File: src/rtl/instr_encoder_if.sv
// Request/response bus for instr_encoder: operation requests in, encoded words out.
interface instr_encoder_if #(
    parameter int unsigned ADDR_W = 8
);
    logic              req_valid;
    logic              req_ready;
    logic [2:0]        req_kind;
    logic [3:0]        req_aluop;
    logic [4:0]        req_rd;
    logic [4:0]        req_rs1;
    logic [4:0]        req_rs2;
    logic [31:0]       req_imm;
    logic              out_valid;
    logic              out_ready;
    logic [31:0]       out_instr;
    logic [ADDR_W-1:0] out_addr;

    modport slave (
        input  req_valid, req_kind, req_aluop, req_rd, req_rs1, req_rs2, req_imm, out_ready,
        output req_ready, out_valid, out_instr, out_addr
    );

    modport master (
        output req_valid, req_kind, req_aluop, req_rd, req_rs1, req_rs2, req_imm, out_ready,
        input  req_ready, out_valid, out_instr, out_addr
    );
endinterface

File: src/rtl/instr_encoder.sv
// Packs abstract operation requests into 32-bit instruction words, buffers them
// in a 2-entry FIFO and streams them out with an incrementing word address.
module instr_encoder #(
    parameter int unsigned ADDR_W    = 8,
    parameter int unsigned BASE_ADDR = 0
) (
    input  logic                i_clk,
    input  logic                i_rst_n,
    input  logic                i_clear,
    instr_encoder_if.slave      bus,
    output logic                o_err_illegal,
    output logic [7:0]          o_err_count
);
    localparam int unsigned INSTR_W = 32;
    localparam int unsigned CNT_W   = 2;
    localparam logic [6:0] OP_R      = 7'b0110011;
    localparam logic [6:0] OP_I      = 7'b0010011;
    localparam logic [6:0] OP_LOAD   = 7'b0000011;
    localparam logic [6:0] OP_STORE  = 7'b0100011;
    localparam logic [6:0] OP_BRANCH = 7'b1100011;
    localparam logic [6:0] OP_JAL    = 7'b1101111;

    logic [INSTR_W-1:0] r_mem [2];
    logic               r_wr_ptr;
    logic               r_rd_ptr;
    logic [CNT_W-1:0]   r_count;
    logic [ADDR_W-1:0]  r_addr;
    logic               r_err_illegal;
    logic [7:0]         r_err_count;

    logic [INSTR_W-1:0] w_word;
    logic               w_legal;
    logic [2:0]         w_f3;
    logic [6:0]         w_f7;
    logic [11:0]        w_imm12;
    logic               w_ready;
    logic               w_accept;
    logic               w_push;
    logic               w_pop;
    logic               w_unused;

    // Upper immediate bits are never part of any format.
    assign w_unused = &{1'b0, bus.req_imm[31:21]};

    assign w_ready  = (r_count != CNT_W'(2));
    assign w_accept = bus.req_valid && w_ready;
    assign w_push   = w_accept && w_legal;
    assign w_pop    = (r_count != '0) && bus.out_ready;

    assign bus.req_ready = w_ready;
    assign bus.out_valid = (r_count != '0);
    assign bus.out_instr = r_mem[r_rd_ptr];
    assign bus.out_addr  = r_addr;
    assign o_err_illegal = r_err_illegal;
    assign o_err_count   = r_err_count;

    // Combinational encoder: selects format and function fields from kind/aluop.
    always_comb begin
        w_legal = 1'b1;
        w_word  = '0;
        w_f3    = '0;
        w_f7    = '0;
        w_imm12 = '0;
        case (bus.req_kind)
            3'd0: begin
                case (bus.req_aluop)
                    4'b0000: begin w_f3 = 3'b000; w_f7 = 7'b0000000; end
                    4'b0001: begin w_f3 = 3'b000; w_f7 = 7'b0100000; end
                    4'b0010: begin w_f3 = 3'b000; w_f7 = 7'b0000001; end
                    4'b0011: begin w_f3 = 3'b000; w_f7 = 7'b0000010; end
                    4'b1111: begin w_f3 = 3'b011; w_f7 = 7'b0000011; end
                    4'b1011: begin w_f3 = 3'b001; w_f7 = 7'b0000000; end
                    4'b1100: begin w_f3 = 3'b101; w_f7 = 7'b0000000; end
                    4'b1110: begin w_f3 = 3'b101; w_f7 = 7'b0100000; end
                    4'b0100: begin w_f3 = 3'b111; w_f7 = 7'b0000000; end
                    4'b1000: begin w_f3 = 3'b111; w_f7 = 7'b0100000; end
                    4'b0101: begin w_f3 = 3'b110; w_f7 = 7'b0000000; end
                    4'b1001: begin w_f3 = 3'b110; w_f7 = 7'b0100000; end
                    4'b0110: begin w_f3 = 3'b100; w_f7 = 7'b0000000; end
                    4'b1010: begin w_f3 = 3'b100; w_f7 = 7'b0100000; end
                    4'b1101: begin w_f3 = 3'b010; w_f7 = 7'b0000001; end
                    default: w_legal = 1'b0;
                endcase
                w_word = {w_f7, bus.req_rs2, bus.req_rs1, w_f3, bus.req_rd, OP_R};
            end
            3'd1: begin
                case (bus.req_aluop)
                    4'b0000: begin w_f3 = 3'b000; w_imm12 = bus.req_imm[11:0]; end
                    4'b0101: begin w_f3 = 3'b110; w_imm12 = bus.req_imm[11:0]; end
                    4'b0110: begin w_f3 = 3'b100; w_imm12 = bus.req_imm[11:0]; end
                    4'b1100: begin w_f3 = 3'b101; w_imm12 = {7'b0000000, bus.req_imm[4:0]}; end
                    4'b1011: begin w_f3 = 3'b101; w_imm12 = {7'b0000001, bus.req_imm[4:0]}; end
                    default: w_legal = 1'b0;
                endcase
                w_word = {w_imm12, bus.req_rs1, w_f3, bus.req_rd, OP_I};
            end
            3'd2: w_word = {bus.req_imm[11:0], bus.req_rs1, 3'b010, bus.req_rd, OP_LOAD};
            3'd3: w_word = {bus.req_imm[11:5], bus.req_rs2, bus.req_rs1, 3'b010,
                            bus.req_imm[4:0], OP_STORE};
            3'd4: w_word = {bus.req_imm[12], bus.req_imm[10:5], bus.req_rs2, bus.req_rs1,
                            {2'b00, bus.req_aluop[0]}, bus.req_imm[4:1], bus.req_imm[11],
                            OP_BRANCH};
            3'd5: w_word = {bus.req_imm[20], bus.req_imm[10:1], bus.req_imm[11],
                            bus.req_imm[19:12], bus.req_rd, OP_JAL};
            default: w_legal = 1'b0;
        endcase
    end

    // FIFO storage, pointers, occupancy and head address; reset and clear flush everything.
    always_ff @(posedge i_clk) begin
        if (!i_rst_n || i_clear) begin
            r_mem[0] <= '0;
            r_mem[1] <= '0;
            r_wr_ptr <= 1'b0;
            r_rd_ptr <= 1'b0;
            r_count  <= '0;
            r_addr   <= ADDR_W'(BASE_ADDR);
        end else begin
            if (w_push) begin
                r_mem[r_wr_ptr] <= w_word;
                r_wr_ptr        <= ~r_wr_ptr;
            end
            if (w_pop) begin
                r_rd_ptr <= ~r_rd_ptr;
                r_addr   <= r_addr + ADDR_W'(1);
            end
            case ({w_push, w_pop})
                2'b10:   r_count <= r_count + CNT_W'(1);
                2'b01:   r_count <= r_count - CNT_W'(1);
                default: r_count <= r_count;
            endcase
        end
    end

    // Sticky illegal flag and saturating drop counter.
    always_ff @(posedge i_clk) begin
        if (!i_rst_n || i_clear) begin
            r_err_illegal <= 1'b0;
            r_err_count   <= '0;
        end else if (w_accept && !w_legal) begin
            r_err_illegal <= 1'b1;
            if (r_err_count != 8'hFF) begin
                r_err_count <= r_err_count + 8'd1;
            end
        end
    end
endmodule

File: src/flat_wrapper.sv
// flat-port wrapper written by rule: the top's interface ports become plain ports
module instr_encoder_flat 
#(
    parameter int unsigned ADDR_W    = 8,
    parameter int unsigned BASE_ADDR = 0
)
  (i_clk, i_rst_n, i_clear, o_err_illegal, o_err_count, bus_req_valid, bus_req_kind, bus_req_aluop, bus_req_rd, bus_req_rs1, bus_req_rs2, bus_req_imm, bus_out_ready, bus_req_ready, bus_out_valid, bus_out_instr, bus_out_addr);
  instr_encoder_if #(.ADDR_W(ADDR_W)) bus_i ();
  input  logic i_clk;
  input  logic i_rst_n;
  input  logic i_clear;
  output logic o_err_illegal;
  output logic [7:0] o_err_count;
  input wire logic [$bits(bus_i.req_valid)-1:0] bus_req_valid;
  input wire logic [$bits(bus_i.req_kind)-1:0] bus_req_kind;
  input wire logic [$bits(bus_i.req_aluop)-1:0] bus_req_aluop;
  input wire logic [$bits(bus_i.req_rd)-1:0] bus_req_rd;
  input wire logic [$bits(bus_i.req_rs1)-1:0] bus_req_rs1;
  input wire logic [$bits(bus_i.req_rs2)-1:0] bus_req_rs2;
  input wire logic [$bits(bus_i.req_imm)-1:0] bus_req_imm;
  input wire logic [$bits(bus_i.out_ready)-1:0] bus_out_ready;
  output wire logic [$bits(bus_i.req_ready)-1:0] bus_req_ready;
  output wire logic [$bits(bus_i.out_valid)-1:0] bus_out_valid;
  output wire logic [$bits(bus_i.out_instr)-1:0] bus_out_instr;
  output wire logic [$bits(bus_i.out_addr)-1:0] bus_out_addr;
  assign bus_i.req_valid = bus_req_valid;
  assign bus_i.req_kind = bus_req_kind;
  assign bus_i.req_aluop = bus_req_aluop;
  assign bus_i.req_rd = bus_req_rd;
  assign bus_i.req_rs1 = bus_req_rs1;
  assign bus_i.req_rs2 = bus_req_rs2;
  assign bus_i.req_imm = bus_req_imm;
  assign bus_i.out_ready = bus_out_ready;
  assign bus_req_ready = bus_i.req_ready;
  assign bus_out_valid = bus_i.out_valid;
  assign bus_out_instr = bus_i.out_instr;
  assign bus_out_addr = bus_i.out_addr;
  instr_encoder #(.ADDR_W(ADDR_W), .BASE_ADDR(BASE_ADDR)) u_core (.i_clk(i_clk), .i_rst_n(i_rst_n), .i_clear(i_clear), .bus(bus_i), .o_err_illegal(o_err_illegal), .o_err_count(o_err_count));
endmodule
File: config.mk
export PLATFORM = sky130hd
export DESIGN_NAME = instr_encoder_flat
export DESIGN_NICKNAME = d
export VERILOG_FILES = /design/src/rtl/instr_encoder_if.sv /design/src/rtl/instr_encoder.sv /design/src/flat_wrapper.sv
export SDC_FILE = /design/constraint.sdc
export NUM_CORES = 1
export LEC_CHECK = 0
export CORE_ASPECT_RATIO = 1.75
export CORE_MARGIN = 5
export CORE_UTILIZATION = 38
export DETAILED_ROUTE_END_ITERATION = 10
export PLACE_DENSITY_LB_ADDON = 0.1
export RECOVER_POWER = 25
export SYNTH_ARGS = -nofsm -noshare
export SYNTH_HDL_FRONTEND = slang
export SYNTH_SLANG_ARGS = --single-unit
export TNS_END_PERCENT = 10
File: constraint.sdc
create_clock -name i_clk -period 9.5 [get_ports i_clk]
set_input_delay 1.425 -clock i_clk [delete_from_list [all_inputs] [get_ports i_clk]]
set_output_delay 1.425 -clock i_clk [all_outputs]
set_load 0.02 [all_outputs]
* Word-level counts from Yosys, hierarchy flattened
Memories as Yosys holds them, arrays and structs flattened. A register that Yosys moved wholly into a read port is not among the register bits.
Cells that the tools add are included.
** Operators by class
- $add $sub $neg :: 4
- Eq/ne operators :: 23
- Muxes and demuxes :: 19
- Bitwise operators :: 2
- Reductions and logical operators :: 24
** Operators by type and width (count)
- 32-bit case mux with 6 select lines :: 1
- 12-bit case mux with 3 select lines :: 1
- 4-bit equality test (second input constant) :: 8
- 32-bit two-way mux :: 1
- 32-bit OR reduction :: 1
- 6-bit case mux with 4 select lines :: 1
- 3-bit case mux with 7 select lines :: 1
- 8-bit by 1-bit adder with 8-bit output (second input constant) :: 2
- 15-bit OR reduction :: 1
- 4-bit by 3-bit equality test with 1-bit output (second input constant) :: 3
- 2-bit OR reduction :: 6
- 1-bit two-way mux :: 11
- 5-bit OR reduction :: 2
- 3-bit case mux with 3 select lines :: 1
- 4-bit by 2-bit equality test with 1-bit output (second input constant) :: 2
- 8-bit != test (second input constant) :: 1
- 3-bit by 2-bit equality test with 1-bit output (second input constant) :: 2
- 3-bit equality test (second input constant) :: 2
- 4-bit by 1-bit equality test with 1-bit output (second input constant) :: 1
- 1-bit logical AND :: 4
- 4-bit logical NOT :: 1
- 2-bit case mux with 2 select lines :: 1
- 2-bit nonzero test :: 2
- 4-bit OR reduction :: 1
- 13 further kinds :: 15
** Storage, ports and cells
- Register bits :: 21
- Bits in writable memories :: 64
- Bits of input ports :: 59
- Memories kept :: 1
** Memories
- u_core.r_mem :: words 2, bits a word 32, read ports 1, clocked after memory_dff 1, wr ports 2, line instr_encoder.sv:23 : logic [INSTR_W-1:0] r_mem [2];

* Logic depth before layout (Yosys ltp)
Gate-level depths: netlist of run 1.
- Depth after elaboration :: 10
- Depth in mapped cells :: 11
- Depth with buffers taken out :: 9

* Least setup slack after synthesis of run 1
Ideal clock, no wire load.
- Path type :: input port to flip-flop
- Start :: input port bus_req_kind[1]
- End :: memory u_core.r_mem[0][10], enable pin
- Data arrival time :: 4824 ps
- Required time :: 9041 ps
- Slack :: 4217 ps
- Stages :: 8
- Path buffers :: 2
- Cell sequence :: clkbuf_1 inv_1 ha_1 o21ba_2 o21a_2 buf_6 nand2_1 o21ai_0
** RTL lines
- start, declared :: line flat_wrapper.sv:15 : input wire logic [$bits(bus_i.req_kind)-1:0] bus_req_kind;
- end, declared :: line instr_encoder.sv:23

* Worst setup path in the final report of run 1
- Start :: input port bus_req_kind[1]
- End :: register u_core.r_count[1]
** Between the ends
- Cells in the longest elaborated chain, start to end :: 6
** Ends and longest elaborated chain
- 3-bit by 2-bit equality test with 1-bit output / 3-bit equality test (equally long branches) :: line instr_encoder.sv:64 : case (bus.req_kind)
- 4-bit OR reduction (no source line)
- 1-bit case mux with 3 select lines * :: line instr_encoder.sv:64
- 1-bit logical AND * :: line instr_encoder.sv:47 : assign w_push = w_accept && w_legal;
- 2-bit by 1-bit equality test with 1-bit output / 2-bit equality test (equally long branches) :: line instr_encoder.sv:127 : case ({w_push, w_pop})
- 2-bit case mux with 2 select lines / 2-bit nonzero test (equally long branches)
- end signal, assigned :: line instr_encoder.sv:128 : 2'b10: r_count <= r_count + CNT_W'(1);
- end signal, assigned :: line instr_encoder.sv:129 : 2'b01: r_count <= r_count - CNT_W'(1);
- end signal, assigned :: line instr_encoder.sv:130 : default: r_count <= r_count;
- end, declared :: line instr_encoder.sv:26 : logic [CNT_W-1:0] r_count;
Mark *: on every way between the ends. The rest lies on a longest branch, timed or not.
A chain may end at the register's enable or synchronous reset.

==> reports/qor.csv, run 1 <==
metric,value,unit
outcome,finished with violations,
violations,"max-capacitance violations, max-slew violations",
die_x,91.9,µm
critical_path_arrival,4870,ps
cts.repair.resized,0,
critPathLaunchType,primary input,
skew,6.24,ps
core-area,11500,µm²
dr.pass1.iters,4,
drt_iter0_drc,228,
dieHeight,153,µm
grt_overflow,0,
synth_seq_area_share,0.503,
clock-sinks,82,
crit_path_end_kind,flip-flop,
wire_per_inst,18.2,µm
die_area,14100,µm²
ys_types,61,
route.detailed.drc,0,
htreeDepth,3,
antenna_found_initial,0,
synth-edff-count,60,
cts_tree,done,
grt_pass1_vias,3796,
slew_violations,31,
vias_per_cell,5.58,
finalCriticalPeriod,4620,ps
p_leak,2.26,nW
fin_tns_setup,0,ps
clk_latency,340,ps
place_hpwl,8.38,mm
rows,52,
syn_avg_cell_area,10.6,µm²
synth_top_cell_area_share,0.404,
cts_setup_buffers,0,
area_delta_synth_final,31.0,%
ant_nets,0,
synth.most_common_cell,edfxtp_1,
cts_buffer_depth,2,
drive_gt1_frac,0.119,
dp_slack,4560,ps
fin_crit_sh,0.487,
maxCapViolations,1,
syn_area,4460,µm²
cts_buffers,9,
clk_pin_slew,60,ps
gp_congestion,0.851,
vias,3605,
nNetsFinal,573,
power_density,156,nW/µm²
slew_headroom,-0.243,
required,9750,ps
worst_slack,4880,ps
hold_slack,461,ps
io_pins,110,
critPathMaxStageDelay,1010,ps
syn_nets,488,
path_common_cell,ha_1,
rsz0062_at_grt,false,
diodes,0,
worstHoldPathType,flip-flop to flip-flop,
synth_area_leaders,"edfxtp_1 (40%), dfxtp_1 (9.9%), mux2_2 (9.3%)",
critPathSlowestCell,clkdlybuf4s50_1,
multi_input_area,2050,µm²
setup_viol_count_final,0,
path_cells,"clkdlybuf4s50_1, inv_1, ha_1, a2111o_1, o21a_2, nand2_1, ha_1, or3_1, a21oi_1",
synthArstFlopShare,0,
worst_pin_slew,1860,ps
drt-total-wl,11.7,mm
peakVddDrop,86.5,µV
holdBufCountCts,0,
yosys.area.top_type,edfxtp_1,
io_buffers,98,
cp_max_fo,21,
grt_max_degree,31,
root_buffer,clkbuf_16,
seq_area,2240,µm²
finalPower,0.908,mW
synth_top_cells_by_count,"edfxtp_1 (60), nor2_1 (49), mux2_2 (37), nor3_1 (27), dfxtp_1 (22)",
grt_pass1_wl,19.4,mm
finalHoldViolations,0,
max_freq,216,MHz
grt_usage,0.173,
ys_warn_count,0,
initial_core_util,0.387,
synth_ff_type,edfxtp_1,
num-fill-cells,1079,
critPathKind,primary input to flip-flop,
ys_seq_elements,82,
netlist_instances,421,
==> stage by stage <==
stage	util	instance area, µm²	instances
2_1_floorplan	-	4460	421
3_3_place_gp	0.480	5520	630
3_5_place_dp	0.480	5520	630
4_1_cts	0.507	5840	646
5_1_grt	0.507	5840	646
6_report	0.507	5840	646
==> flip-flops by register name (all words and copies together) (netlist names), named ones only <==
name	count
u_core.bus.out_addr	8
u_core.r_mem	60
u_core.r_rd_ptr	1
u_core.r_wr_ptr	1
u_core.o_err_illegal	1
u_core.o_err_count	8
u_core.r_count	2
==> worst max-delay path, delay by kind of cell <==
kind | cells | cell delay, ps
adder cells (fa/ha/maj) | 2 | 690
buffers and inverters | 2 | 1360
AO/OA/AOI/OAI | 3 | 810
AND/OR/NAND/NOR | 2 | 580
==> final cells by class <==
| cell class | instances | share of cell area |
|---|---|---|
| clock inverters | 7 | 0.0159 |
| flip-flops and latches | 82 | 0.384 |
| multi-input cells | 299 | 0.352 |
| repair buffers | 103 | 0.174 |
| well taps | 135 | 0.0289 |
| inverters | 11 | 0.00707 |
| clock buffers | 9 | 0.0386 |
==> layer usage <==
metal  wire (µm)  track usage  vias up
met5           0            0        -
met4         302       0.0730        0
met3         696       0.0418       17
met2        6110        0.306      109
met1        4630        0.196     1731
li1            -            -     1748
==> report_power, final <==
group          switching [mW]  internal, mW
combinational          0.0733        0.0596
clock                   0.143         0.230
sequential            0.00406         0.398
total                   0.220         0.688
==> worst paths after layout <==
kind	slack, ps	cells after the start	end	startpoint
setup / recovery	4880	9	u_core.r_count[1]	bus_req_kind[1]
hold / removal	460	1	u_core.o_err_illegal	u_core.o_err_illegal
setup reg to reg	7260	4	u_core.r_mem[1][9]	u_core.r_count[0]
hold reg to reg	460	1	u_core.o_err_illegal	u_core.o_err_illegal
==> kinds of logic after synthesis <==
kind of cell	after synthesis	synth area share
compound gates	90	0.145
mux	39	0.0980
fa+ha+maj	8	0.0225
flops	82	0.503
buf+inv	40	0.0382
xor+xnor	12	0.0236
simple gates	150	0.170
==> cells in the final DEF, fill, tap and decap left out, drive strengths merged, types with 5 or more instances in the layout <==
master / synthesis / final
a21oi: 12 / 12
a22oi: 9 / 9
a31oi: 9 / 9
and2: 7 / 7
and3: 12 / 12
clkbuf: 21 / 10
clkdlybuf4s50: 0 / 59
dfxtp: 22 / 22
dlygate4sd3: 0 / 39
edfxtp: 60 / 60
ha: 8 / 8
inv: 10 / 11
mux2: 37 / 37
nand2: 17 / 17
nand2b: 12 / 12
nand3: 6 / 6
nor2: 49 / 49
nor3: 27 / 27
o21ai: 16 / 16
xnor2: 5 / 5
xor2: 7 / 7
(Power assumes the default switching activity.)
==> inputs of run 2 (changes only) <==
==> constraint.sdc (replaced) <==
create_clock -name i_clk -period 3.96 [get_ports i_clk]
set_input_delay 0.594 -clock i_clk [delete_from_list [all_inputs] [get_ports i_clk]]
set_output_delay 0.594 -clock i_clk [all_outputs]
set_load 0.02 [all_outputs]
==> run 2 against run 1 <==
The run now ends clean. Non-clock buffer count grew 9. Combinational power grew 150%. Routed wire length shrank 0.34%. Via count grew 0.28%. Clock power grew 120%. Design area grew 1.2%. Total power grew 130%. Register-to-register slack lost 5400 ps. Clock-buffer cell count grew 1. Sequential power grew 140%. Hold slack lost 2.1 ps. Sequential cell count is the same.
==> reports/qor.csv, run 2 (synthesis results as in run 1) <==
metric,value,unit,change
cts_buffer_depth,2,,unchanged
nNetsFinal,582,,+1.6%
maxCapViolations,0,,-1
area_delta_synth_final,32.5,%,
required,4230,ps,-5520 ps
place_hpwl,8.40,mm,+0.24%
diodes,0,,unchanged
seq_area,2240,µm²,unchanged
post_dp_cell_area,5620,µm²,+1.7%
fin_tns_setup,0,ps,unchanged
grt_overflow,0,,unchanged
regMostFlops,u_core.r_mem,,
pwr-share-clk,0.391,,-0.019
r2r-start,u_core.r_count[0],,
num-fill-cells,1040,,-3.6%
p_sw_frac,0.248,,+0.00589
cts.repair.resized,0,,unchanged
worst_pin_slew,826,ps,-1040 ps
clock-sinks,82,,unchanged
slew_violations,0,,-100%
power_density,360,nW/µm²,+130%
critical_path_arrival,3590,ps,-1280 ps
r2r-end,u_core.r_count[1],,
clk_pin_slew,60,ps,about the same
wire_per_inst,17.9,µm,-1.7%
layout_commonest_cell,clkdlybuf4s50_1,,
min_path_cells,1,,unchanged
ant_nets,0,,unchanged
critPathLaunchType,primary input,,
gp_congestion,0.845,,-0.65%
max_freq,301,MHz,
clk_latency,340,ps,about the same
largest_register_ffs,60,,unchanged
drive_gt1_frac,0.135,,+0.0152
crit_path_end_kind,flip-flop,,
fin_crit_sh,0.838,,
outcome,"complete, no violations",,
initial_core_util,0.387,,unchanged
cp_max_fo,13,,-38%
pwr-share-seq,0.454,,+0.011
drt_iter0_drc,176,,-23%
slew_headroom,0.449,,+0.692
core-area,11500,µm²,unchanged
p_switching,0.527,mW,+140%
grt_pass1_wl,19.1,mm,-1.7%
min_from,u_core.o_err_illegal,,
peakVddDrop,204,µV,+140%
min_delay_worst_endpoint,u_core.o_err_illegal,,
r2r_cells,6,,+2
critPathKind,primary input to flip-flop,,
mostFrequentLayoutCells,"clkdlybuf4s50_1 (64), edfxtp_1 (60), nor2_1 (49)",,
die_x,91.9,µm,unchanged
finalPower,2.12,mW,+130%
grt_max_degree,31,,unchanged
p_leak,2.29,nW,+1.2%
cts_buffers,9,,unchanged
drt-total-wl,11.7,mm,-0.34%
cts_tree,done,,
root_buffer,clkbuf_16,,
finalHoldViolations,0,,unchanged
htreeDepth,3,,unchanged
reg2reg_slack,1840,ps,-5420 ps
vias,3615,,+0.28%
multi_input_area,2050,µm²,about the same
die_area,14100,µm²,unchanged
io_buffers,98,,unchanged
io_pins,110,,unchanged
holdBufCountCts,0,,unchanged
skew,5.12,ps,-1.12 ps
rsz0062_at_grt,false,,
vias_per_cell,5.52,,-1.1%
p_int,1.60,mW,+130%
setup_viol_count_final,0,,unchanged
grt_pass1_vias,3731,,-1.7%
finalCriticalPeriod,3320,ps,
dieHeight,153,µm,unchanged
cts_setup_buffers,0,,unchanged
antenna_found_initial,0,,unchanged
worstHoldPathType,flip-flop to flip-flop,,
rows,52,,unchanged
combinationalPowerShare,0.155,,+0.009
route.detailed.drc,0,,unchanged
grt_usage,0.170,,-0.00252
dr.pass1.iters,5,,+1
finalInstanceArea,5910,µm²,+1.2%
[run 2: critical path: stages]
cell and delay [ps]:
dlygate4sd3_1 710, nor2b_1 220, a221oi_1 490, o21a_1 440
nand2_1 240, ha_1 370, or3_1 370, a21oi_1 140
[run 2: worst max path at each step]
stage	startpoint	end	slack (ps)	depth (start not counted)
6_report	bus_req_kind[0]	u_core.r_count[1]	640	8
5_1_grt	bus_req_kind[0]	u_core.r_count[1]	450	8
4_1_cts	bus_req_kind[0]	u_core.r_count[1]	820	8
3_5_place_dp	bus_req_kind[0]	u_core.r_count[1]	450	8
3_3_place_gp	bus_req_kind[0]	u_core.r_count[1]	530	8
2_1_floorplan	bus_req_kind[1]	u_core.r_mem[0][10]	-490	8
[run 2: through the flow]
step / utilization / std cells / hold WS [ps] / setup slack, ps
4_1_cts: 0.513 / 655 / 467 / 815
3_5_place_dp: 0.488 / 639 / 458 / 445
3_3_place_gp: 0.488 / 639 / 452 / 531
5_1_grt: 0.513 / 655 / 482 / 449
2_1_floorplan: - / 421 / 476 / -492
6_report: 0.513 / 655 / 458 / 643
[run 2: metal layers]
| layer | wire length [µm] | up-vias | global-route usage |
|---|---|---|---|
| met3 | 718 | 10 | 0.0482 |
| li1 | - | 1773 | - |
| met4 | 176 | 0 | 0.0524 |
| met2 | 6160 | 112 | 0.309 |
| met1 | 4650 | 1720 | 0.191 |
| met5 | 0 | - | 0 |
[run 2: area by class of cell]
| type | count | area share |
|---|---|---|
| clock buffers | 10 | 0.0388 |
| clock inverters | 6 | 0.0112 |
| inverters | 11 | 0.00699 |
| multi-input cells | 299 | 0.347 |
| flip-flops and latches | 82 | 0.380 |
| well taps | 135 | 0.0286 |
| repair buffers | 112 | 0.188 |
[run 2: power by group through the flow]
stage	Clock [mW]	Combinational (mW)	Sequential, mW
2_1_floorplan	0	0.185	0.985
3_3_place_gp	0	0.334	0.982
3_5_place_dp	0	0.338	0.984
4_1_cts	0.848	0.339	0.965
5_1_grt	0.888	0.356	0.969
6_report	0.830	0.329	0.965
==> inputs of run 3 (changes only) <==
==> constraint.sdc (replaced) <==
create_clock -name i_clk -period 3 [get_ports i_clk]
set_input_delay 0.45 -clock i_clk [delete_from_list [all_inputs] [get_ports i_clk]]
set_output_delay 0.45 -clock i_clk [all_outputs]
set_load 0.02 [all_outputs]
==> run 3 against run 2 <==
Combinational power is 38% higher. Critical path type unchanged. Total power up 33%. Sequential cell count is the same. Critical path depth unchanged. Critical endpoint is now u_core.r_mem[1][20].
==> reports/qor.csv, run 3 (synthesis results as in run 1) <==
metric,value,unit,change
crit_path_end_kind,flip-flop,,
antenna_found_initial,0,,unchanged
area_delta_synth_final,33.8,%,
skew,5.37,ps,+0.255 ps
worst_pin_slew,574,ps,-252 ps
initial_core_util,0.387,,unchanged
io_pins,110,,unchanged
die_area,14100,µm²,unchanged
cts_tree,done,,
worst_slack,323,ps,-320 ps
min_path_cells,1,,unchanged
drt_iter0_drc,223,,+27%
htreeDepth,3,,unchanged
cts_buffer_depth,2,,unchanged
cts.repair.resized,0,,unchanged
critical_path_arrival,2740,ps,-850 ps
die_x,91.9,µm,unchanged
dieHeight,153,µm,unchanged
setup_viol_count_final,0,,unchanged
cts_setup_buffers,0,,unchanged
power_density,474,nW/µm²,+32%
largest_register_ffs,60,,unchanged
root_buffer,clkbuf_16,,
slew_violations,0,,unchanged
cts_buffers,9,,unchanged
grt_pass1_wl,19.4,mm,+1.5%
mostFrequentLayoutCells,"clkdlybuf4s50_1 (77), edfxtp_1 (60), nor2_1 (49)",,
io_buffers,98,,unchanged
cp_max_fo,17,,+4
finalHoldViolations,0,,unchanged
clock-sinks,82,,unchanged
maxCapViolations,0,,unchanged
r2r-start,u_core.r_count[0],,
drt-total-wl,12.1,mm,+3.5%
vias,3677,,+1.7%
vias_per_cell,5.55,,+0.49%
grt_pass1_vias,3787,,+1.5%
required,3060,ps,-1170 ps
route.detailed.drc,0,,unchanged
ant_nets,0,,unchanged
grt_max_degree,31,,unchanged
r2r-end,u_core.r_count[1],,
gp_congestion,0.853,,+0.86%
utilization,0.518,,+0.00478
fin_tns_setup,0,ps,unchanged
max_freq,373,MHz,
min_delay_worst_endpoint,u_core.o_err_illegal,,
p_leak,2.30,nW,+0.44%
rows,52,,unchanged
slew_headroom,0.614,,+0.164
peakVddDrop,270,µV,+33%
r2r_cells,5,,-1
grt_overflow,0,,unchanged
rsz0062_at_grt,false,,
reg2reg_slack,820,ps,-1020 ps
nNetsFinal,590,,+1.4%
drive_gt1_frac,0.148,,+0.0131
place_inst,647,,+1.3%
critPathKind,primary input to flip-flop,,
clk_pin_slew,60,ps,about the same
place_hpwl,8.75,mm,+4.1%
critPathLaunchType,primary input,,
final_cells,663,,+1.2%
regMostFlops,u_core.r_mem,,
dr.pass1.iters,4,,-1
worstHoldPathType,flip-flop to flip-flop,,
min_from,u_core.o_err_illegal,,
diodes,0,,unchanged
grt_usage,0.174,,+0.00332
finalCriticalPeriod,2680,ps,
holdBufCountCts,0,,unchanged
core-area,11500,µm²,unchanged
wire_per_inst,18.3,µm,+2.3%
layout_commonest_cell,clkdlybuf4s50_1,,
dp_slack,119,ps,-326 ps
fin_crit_sh,0.892,,
outcome,"complete, no violations",,
clk_latency,340,ps,about the same
-- run 3: area by class of cell --
| class | instances | area [µm²] |
|---|---|---|
| multi-input combinational | 299 | 2050 |
| tap | 135 | 169 |
| timing repair buffer | 120 | 1160 |
| fill | 1057 | 5550 |
| sequential | 82 | 2240 |
| clock inverter | 7 | 67.6 |
| inverter | 11 | 41.3 |
| clock buffer | 9 | 225 |
-- run 3: how the worst max path moves through the flow --
| stage | from | endpoint | slack (ps) | depth (start not counted) |
|---|---|---|---|---|
| after global placement | bus_req_kind[1] | u_core.r_count[1] | 130 | 9 |
| after detailed placement | bus_req_aluop[0] | u_core.r_count[1] | 120 | 8 |
| after global routing | bus_req_aluop[0] | u_core.r_mem[0][17] | 190 | 7 |
| after CTS | bus_req_kind[1] | u_core.r_count[1] | 460 | 9 |
| final | bus_req_aluop[0] | u_core.r_mem[1][20] | 320 | 8 |
| after floorplan | bus_req_kind[1] | u_core.r_mem[0][10] | -500 | 8 |
-- run 3: critical path, stage by stage --
cell and delay [ps]:
dlygate4sd3_1 650, and4b_1 250, a2111o_1 400, o21a_2 230, buf_4 170, nand3_1 80, clkbuf_2 380, nor3_1 90
-- run 3: metrics by stage --
stage	instance area (µm²)	hold slack (ps)	power, mW
global placement	5690	453	1.75
finish	5960	462	2.83
detailed placement	5690	455	1.76
CTS	5980	466	2.85
floorplan	4460	476	1.54
global route	5960	482	2.93
-- run 3: routing by layer --
metal	wire length, µm	track usage	up-vias
met4	219	0.0631	0
met2	6510	0.322	111
li1	-	-	1789
met5	0	0	-
met3	590	0.0379	12
met1	4790	0.191	1765
-- run 3: power breakdown --
part           internal, mW  switching, mW  leakage [nW]  total, mW
clock network         0.642          0.456         0.141       1.10
logic                 0.215          0.239          1.31      0.454
registers              1.26         0.0130         0.851       1.27
